===== src/rtl/pftx_pkg.sv =====
// Shared types and constants for the parity frame transmitter.
package pftx_pkg;

  localparam int unsigned DATA_BITS  = 9;
  localparam int unsigned FRAME_BITS = 11;
  localparam int unsigned IDX_W      = 4;

  typedef enum logic [1:0] {
    S_IDLE  = 2'd0,
    S_START = 2'd1,
    S_DATA  = 2'd2,
    S_STOP  = 2'd3
  } pftx_state_e;

  typedef struct packed {
    logic       par;
    logic [7:0] data;
  } pftx_word_t;

  function automatic logic word_parity(input pftx_word_t w);
    return ^w;
  endfunction

endpackage


===== src/rtl/pftx_baud_cnt.sv =====
// Bit-period counter; tick is high in the cycle before the last cycle of each bit,
// so the frame FSM can register both its bit advance and the done pulse.
module pftx_baud_cnt
  import pftx_pkg::*;
#(
  parameter int unsigned CLKS_PER_BIT = 16
) (
  input  logic clk,
  input  logic rst_n,
  input  logic clear,
  output logic tick
);

  localparam int unsigned CW = (CLKS_PER_BIT > 1) ? $clog2(CLKS_PER_BIT) : 1;
  localparam logic [CW-1:0] CNT_LAST = CW'(CLKS_PER_BIT - 1);
  localparam logic [CW-1:0] CNT_PRE  = CW'(CLKS_PER_BIT - 2);

  logic [CW-1:0] r_cnt;

  always_ff @(posedge clk) begin
    if (!rst_n || clear) begin
      r_cnt <= '0;
    end else if (r_cnt == CNT_LAST) begin
      r_cnt <= '0;
    end else begin
      r_cnt <= r_cnt + CW'(1);
    end
  end

  assign tick = (r_cnt == CNT_PRE);

endmodule


===== src/rtl/parity_frame_tx.sv =====
// Serialises a 9-bit parity-appended word as start + 9 bits LSB first + stop.
// Optional parity cross-check enabled by macro PFTX_PARITY_CHECK_EN.
module parity_frame_tx
  import pftx_pkg::*;
#(
  parameter int unsigned CLKS_PER_BIT = 16
) (
  input  logic                 clk,
  input  logic                 rst_n,
  input  logic [DATA_BITS-1:0] in_data,
  input  logic                 in_valid,
  output logic                 in_ready,
  input  logic                 par_odd,
  output logic                 tx,
  output logic                 busy,
  output logic                 done,
  output logic                 par_err
);

  pftx_state_e          r_state, w_nx_state;
  logic [DATA_BITS-1:0] r_shift, w_nx_shift;
  logic [IDX_W-1:0]     r_idx, w_nx_idx;
  logic                 r_tx, w_nx_tx;
  logic                 r_busy, w_nx_busy;
  logic                 r_done, w_nx_done;
  logic                 r_in_ready, w_nx_in_ready;
  logic                 r_bit_end, w_nx_bit_end;
  logic                 w_tick;
  logic                 w_clear;
  logic                 w_accept;

  assign w_clear  = (r_state == S_IDLE);
  assign w_accept = in_valid & r_in_ready;

  pftx_baud_cnt #(.CLKS_PER_BIT(CLKS_PER_BIT)) u_baud (
    .clk   (clk),
    .rst_n (rst_n),
    .clear (w_clear),
    .tick  (w_tick)
  );

  // State and registered outputs
  always_ff @(posedge clk) begin
    if (!rst_n) begin
      r_state    <= S_IDLE;
      r_shift    <= '0;
      r_idx      <= '0;
      r_tx       <= 1'b1;
      r_busy     <= 1'b0;
      r_done     <= 1'b0;
      r_in_ready <= 1'b0;
      r_bit_end  <= 1'b0;
    end else begin
      r_state    <= w_nx_state;
      r_shift    <= w_nx_shift;
      r_idx      <= w_nx_idx;
      r_tx       <= w_nx_tx;
      r_busy     <= w_nx_busy;
      r_done     <= w_nx_done;
      r_in_ready <= w_nx_in_ready;
      r_bit_end  <= w_nx_bit_end;
    end
  end

  // Next state; r_bit_end marks the last cycle of the current bit
  always_comb begin
    w_nx_state   = r_state;
    w_nx_shift   = r_shift;
    w_nx_idx     = r_idx;
    w_nx_tx      = r_tx;
    w_nx_done    = 1'b0;
    w_nx_bit_end = w_tick & (r_state != S_IDLE);
    case (r_state)
      S_IDLE: begin
        w_nx_tx = 1'b1;
        if (w_accept) begin
          w_nx_state   = S_START;
          w_nx_shift   = in_data;
          w_nx_idx     = '0;
          w_nx_tx      = 1'b0;
          w_nx_bit_end = 1'b0;
        end
      end
      S_START: begin
        if (r_bit_end) begin
          w_nx_state = S_DATA;
          w_nx_tx    = r_shift[0];
        end
      end
      S_DATA: begin
        if (r_bit_end) begin
          if (r_idx == IDX_W'(DATA_BITS - 1)) begin
            w_nx_state = S_STOP;
            w_nx_tx    = 1'b1;
          end else begin
            w_nx_idx   = r_idx + IDX_W'(1);
            w_nx_shift = r_shift >> 1;
            w_nx_tx    = r_shift[1];
          end
        end
      end
      S_STOP: begin
        w_nx_done = w_tick;
        if (r_bit_end) begin
          w_nx_state = S_IDLE;
          w_nx_tx    = 1'b1;
        end
      end
      default: w_nx_state = S_IDLE;
    endcase
    w_nx_busy     = (w_nx_state != S_IDLE);
    w_nx_in_ready = (w_nx_state == S_IDLE);
  end

  assign tx       = r_tx;
  assign busy     = r_busy;
  assign done     = r_done;
  assign in_ready = r_in_ready;

`ifdef PFTX_PARITY_CHECK_EN
  logic r_par_err;

  // Flag a word whose appended parity disagrees with the declared sense
  always_ff @(posedge clk) begin
    if (!rst_n) begin
      r_par_err <= 1'b0;
    end else begin
      r_par_err <= w_accept & (word_parity(pftx_word_t'(in_data)) != par_odd);
    end
  end

  assign par_err = r_par_err;
`else
  logic w_unused_par_odd;
  assign w_unused_par_odd = par_odd;
  assign par_err          = 1'b0;
`endif

endmodule


===== config.mk =====
export PLATFORM = sky130hd
export DESIGN_NAME = parity_frame_tx
export DESIGN_NICKNAME = d
export VERILOG_FILES = /design/src/rtl/pftx_pkg.sv /design/src/rtl/pftx_baud_cnt.sv /design/src/rtl/parity_frame_tx.sv
export SDC_FILE = /design/constraint.sdc
export NUM_CORES = 1
export LEC_CHECK = 0
export ABC_AREA = 1
export BUFFER_PORTS_ARGS = -buffer_cell sky130_fd_sc_hd__buf_2
export CAP_MARGIN = 30
export CORE_ASPECT_RATIO = 1.25
export CORE_MARGIN = 4
export CORE_UTILIZATION = 55
export CTS_BUF_LIST = sky130_fd_sc_hd__clkbuf_4 sky130_fd_sc_hd__clkbuf_8
export DETAILED_ROUTE_END_ITERATION = 16
export PLACE_DENSITY = 0.77
export SLEW_MARGIN = 15
export SYNTH_ARGS = -nofsm -noshare
export SYNTH_HDL_FRONTEND = slang
export SYNTH_HIERARCHICAL = 1
export SYNTH_SLANG_ARGS = --single-unit

===== constraint.sdc =====
create_clock -name clk -period 1.8 [get_ports clk]
set_clock_uncertainty 0.15 [all_clocks]
set_input_delay 0.09 -clock clk [delete_from_list [all_inputs] [get_ports clk]]
set_output_delay 0.09 -clock clk [all_outputs]
set_load 0.02 [all_outputs]

**Yosys cells after proc, flatten, opt, wreduce, memory -nomap -nowiden**

Cells that the tools add are included.
W data, S select, Z words.

- Register bits: 24
- Output and inout port bits: 5
- Word-level logic and storage cells: 57

- $add $sub $neg: 2
- Equality and inequality tests: 11
- Muxes and demuxes: 22
- Bitwise logic cells: 2
- Reductions and logical operators: 11

Operators by type and width:

| kind | count |
|---|---|
| $mux W9 | 3 |
| $pmux W9 S2 | 1 |
| $eq A4 B4 Y1 const B | 3 |
| $mux W4 | 3 |
| $mux W2 | 5 |
| $ne A2 B2 Y1 const B | 5 |
| $add A4 B1 Y4 const B | 2 |
| $pmux W2 S4 | 1 |
| $pmux W4 S2 | 1 |
| $mux W1 | 7 |
| $reduce_bool A2 Y1 | 3 |
| $eq A2 B2 Y1 const B | 2 |
| $logic_not A2 Y1 | 2 |
| $pmux W1 S4 | 1 |
| $reduce_and A4 Y1 | 1 |
| $reduce_and A3 Y1 | 1 |
| $and A1 B1 Y1 | 2 |
| $eq A2 B1 Y1 const B | 1 |
| $reduce_and A2 Y1 | 1 |
| $reduce_or A2 Y1 | 1 |
| $logic_not A1 Y1 | 1 |
| $logic_or A1 B1 Y1 | 1 |

**Logic depth before layout (Yosys ltp)**

- Depth in word-level cells: 5
- Mapped depth: 9

**Modules after synthesis**

Netlist, hierarchy kept.

By module, submodules not included:

| module | instances | cells an instance | area each (um^2) | seq. area each (um^2) |
|---|---|---|---|---|
| parity_frame_tx | 1 | 152 | 1047.3 | 400.4 |
| pftx_baud_cnt | 1 | 21 | 183.9 | 80.1 |

**Least setup slack after synthesis**

No wires, ideal clock.

- Path kind: flip-flop to flip-flop
- Start: reg r_idx[0]
- End: reg r_shift[1]
- Arrival time: 1.245 ns
- Path slack: 0.289 ns
- Stages on the path, launching flop included: 10
- Path buffers: 1
- Path through: dfxtp_1 > inv_1 > ha_1 > nand2_1 > inv_1 > nand3_2 > nand3_2 > buf_4 > o21ai_0 > nor2_1

- Longest elaborated chain between the ends: 3

Ends and longest elaborated chain:

| element | line | RTL |
|---|---|---|
| from (decl) | parity_frame_tx.sv:22 | `logic [IDX_W-1:0] r_idx, w_nx_idx;` |
| from (signal assigned) | parity_frame_tx.sv:56 | `r_idx <= w_nx_idx;` |
| $eq A4 B4 Y1 | parity_frame_tx.sv:92 | `if (r_idx == IDX_W'(DATA_BITS - 1)) begin` |
| $ne A2 B2 Y1 (no line) | -- |  |
| $reduce_and A4 Y1 (no line) | -- |  |
| to (signal assigned) | parity_frame_tx.sv:55 | `r_shift <= w_nx_shift;` |
| to (decl) | parity_frame_tx.sv:21 | `logic [DATA_BITS-1:0] r_shift, w_nx_shift;` |

Every way passes these cells.
A chain may end at the register's enable or synchronous reset.

**Worst setup path after layout**

- Start: reg r_idx[1]
- End: reg r_shift[0]

Same word-level chain as after synthesis.

==> results.cfg <==
[outcome]
status = finished clean

[grt]
antenna_found_initial = 0
busiest_layer = met2
grt_pass1_wl_mm = 4.35
grt_use_met2 = 0.341
grt_util_met1 = 0.213
track_usage = 0.186
gr-usage-met3 = 0.0295
grt_pass1_vias = 1084
grt_start_max_net_pins = 15
overflow = 0

[route]
drc_errors = 0
wire_per_inst_um = 10.8
drt_iter0_drc = 21
vias = 1116
routed_via_density = 4.87
drt_wl_total_mm = 2.48
first_pass_iters = 4
ant_nets = 0

[cells_and_area]
most-common-layout-cells = nand2_1, nor2_1, dfxtp_1
final_common_cell = nand2_1
multi_input_area_um2 = 636
regArea_um2 = 480
fill_cells = 164
diodes = 0
drive_above_1_share = 0.186
fin_cells = 229
nNetsFinal = 217
area_growth_syn_to_layout_pct = 19.7

[yosys]
ys_warn_count = 6
seq_area_frac_synth = 0.390
syn_avg_cell_area_um2 = 7.12
netlist_area_um2 = 1230
synthDistinctLibCells = 27
synth_seq_cells = 24
synth_cells = 173
syn_nets = 190

[power_and_ir_drop]
powerDensity_nw_per_um2 = 799
power.total_uw = 1180
power_leakage_uw = 0.000657
vdd_drop_max_uv = 673

[critical_path]
cp.required_ns = 1.88
r2r_slack_ns = 0.13
cp-startpoint = r_idx[1]
start_kind = flip-flop
critPathKind = flip-flop to flip-flop
crit_arrival_ns = 1.75
max_stage_delay_ns = 0.42
cp_max_fo = 13
worstPathCellList = inv_1, ha_1, nand2_1, inv_1, nand3_2, nand3_4, o21ai_0, nor2_1
cp_common_cell = inv_1
rr_endpoint = r_shift[0]
slowest_stage = dfxtp_1
cp-end-kind = flip-flop
r2r_start = r_idx[1]
cp.buffers_inverters = 2
reg2regPathDepth = 8
critPathTopFamily = simple AND/OR/NAND/NOR gates

[clocking]
cts_tree = built
clockBufferDepth = 2
cts-root-buf = clkbuf_4
htree_num_levels = 1
cts_buffers = 3
clk_latency_ns = 0.33
clk_pin_slew_worst_paths_ns = 0.14
clock-sinks = 24

[sta]
maxSlewViolCount = 0
fin_crit_sh = 0.929
hold_viol = 0
whs_ns = 0.0427
fmax_mhz = 598
setup_viol = 0
finalCriticalPeriod_ns = 1.67

[placement]
globalplace.congestion = 0.796
place_inst = 215
dp_hpwl_mm = 1.68
port_buffers = 15

[worst_hold_path]
hold_class = input pin to flip-flop
hold_start = in_valid
whs_endpoint = r_shift[8]
holdPathStages = 5

[die]
core_area_um2 = 2050
die_area_um2 = 3060
pin_count = 18
rows = 18
die_h_um = 60.9
initial_core_util = 0.601
die_w_um = 50.3

[run]
drv_cap = 0
[flip-flops by register name, summed over array words and instances (netlist names)]
name / count
busy: 1
done: 1
in_ready: 1
r_bit_end: 1
r_idx: 4
r_shift: 9
r_state: 2
tx: 1
u_baud/r_cnt: 4
[report_power, final]
part	leakage [µW]	switching, µW	internal [µW]
Sequential	0.000196	24.2	569
Combinational	0.000433	108	77.7
Clock	0.0000279	174	225
Total	0.000657	305	872
[area by class of cell]
cell class                 count  share of cell area
tap                           30              0.0255
clock buffer                   3              0.0153
multi-input combinational    124               0.431
sequential                    24               0.326
clock inverter                 1              0.0204
timing repair buffer          27               0.129
inverter                      20              0.0526
[synth_stat cells, drive strengths merged]
cell	n	area share
nand2	47	0.15
nor2	32	0.13
dfxtp	24	0.39
inv	20	0.063
nand3	12	0.061
o21ai	12	0.049
a21oi	5	0.023
buf	4	0.034
ha	4	0.041
nand4	4	0.020
nor3	2	0.0081
a21boi	1	0.0061
a31oi	1	0.0051
and3	1	0.0061
clkbuf	1	0.0030
conb	1	0.0030
nor2b	1	0.0051
xnor2	1	0.0071
[what timing repair did]
| item | CTS | global route |
|---|---|---|
| endpoints found under the setup margin | 0 | 8 |
| hold buffers | 10 | 0 |
| endpoints found under the hold margin | 13 | 0 |
| buffers inserted | 0 | 0 |
| gates resized for setup | 0 | 2 |
[through the flow]
stage / util / TNS, ns / area (µm²) / setup WS (ns)
final: 0.719 / 0 / 1470 / 0.128
after global routing: 0.719 / -0.0152 / 1470 / -0.0152
after CTS: 0.716 / 0 / 1470 / 0.0551
after detailed placement: 0.641 / 0 / 1310 / 0.149
after global placement: 0.641 / 0 / 1310 / 0.178
after floorplan: - / 0 / 1230 / 0.289
[worst min-delay path: cells and delay by family]
| family | cells | cell delay (ns) |
|---|---|---|
| buffers and inverters | 1 | 0.09 |
| AO/OA/AOI/OAI | 1 | 0.06 |
| AND/OR/NAND/NOR | 3 | 0.24 |
[worst max path at each step]
stage / to / slack, ns / depth (start not counted)
after floorplan: r_shift[1] / 0.29 / 9
after global placement: r_shift[1] / 0.18 / 8
after detailed placement: r_shift[1] / 0.15 / 8
after CTS: r_idx[1] / 0.06 / 8
after global routing: r_shift[0] / -0.02 / 8
final: r_shift[0] / 0.13 / 8
[layer usage]
| layer | vias up | part of all wire | wire (µm) |
|---|---|---|---|
| met2 | 25 | 0.50 | 1240 |
| met5 | - | 0 | 0 |
| li1 | 597 | - | - |
| met1 | 490 | 0.44 | 1100 |
| met3 | 4 | 0.042 | 104 |
| met4 | 0 | 0.015 | 38 |
[cells by family after synthesis]
kind of cell / share of synthesized area
simple gates: 0.376
buf+inv: 0.0996
flops: 0.390
compound gates: 0.0833
fa+ha+maj: 0.0407
xor+xnor: 0.00712
other cells: 0.00305
(Power assumes the default switching activity.)
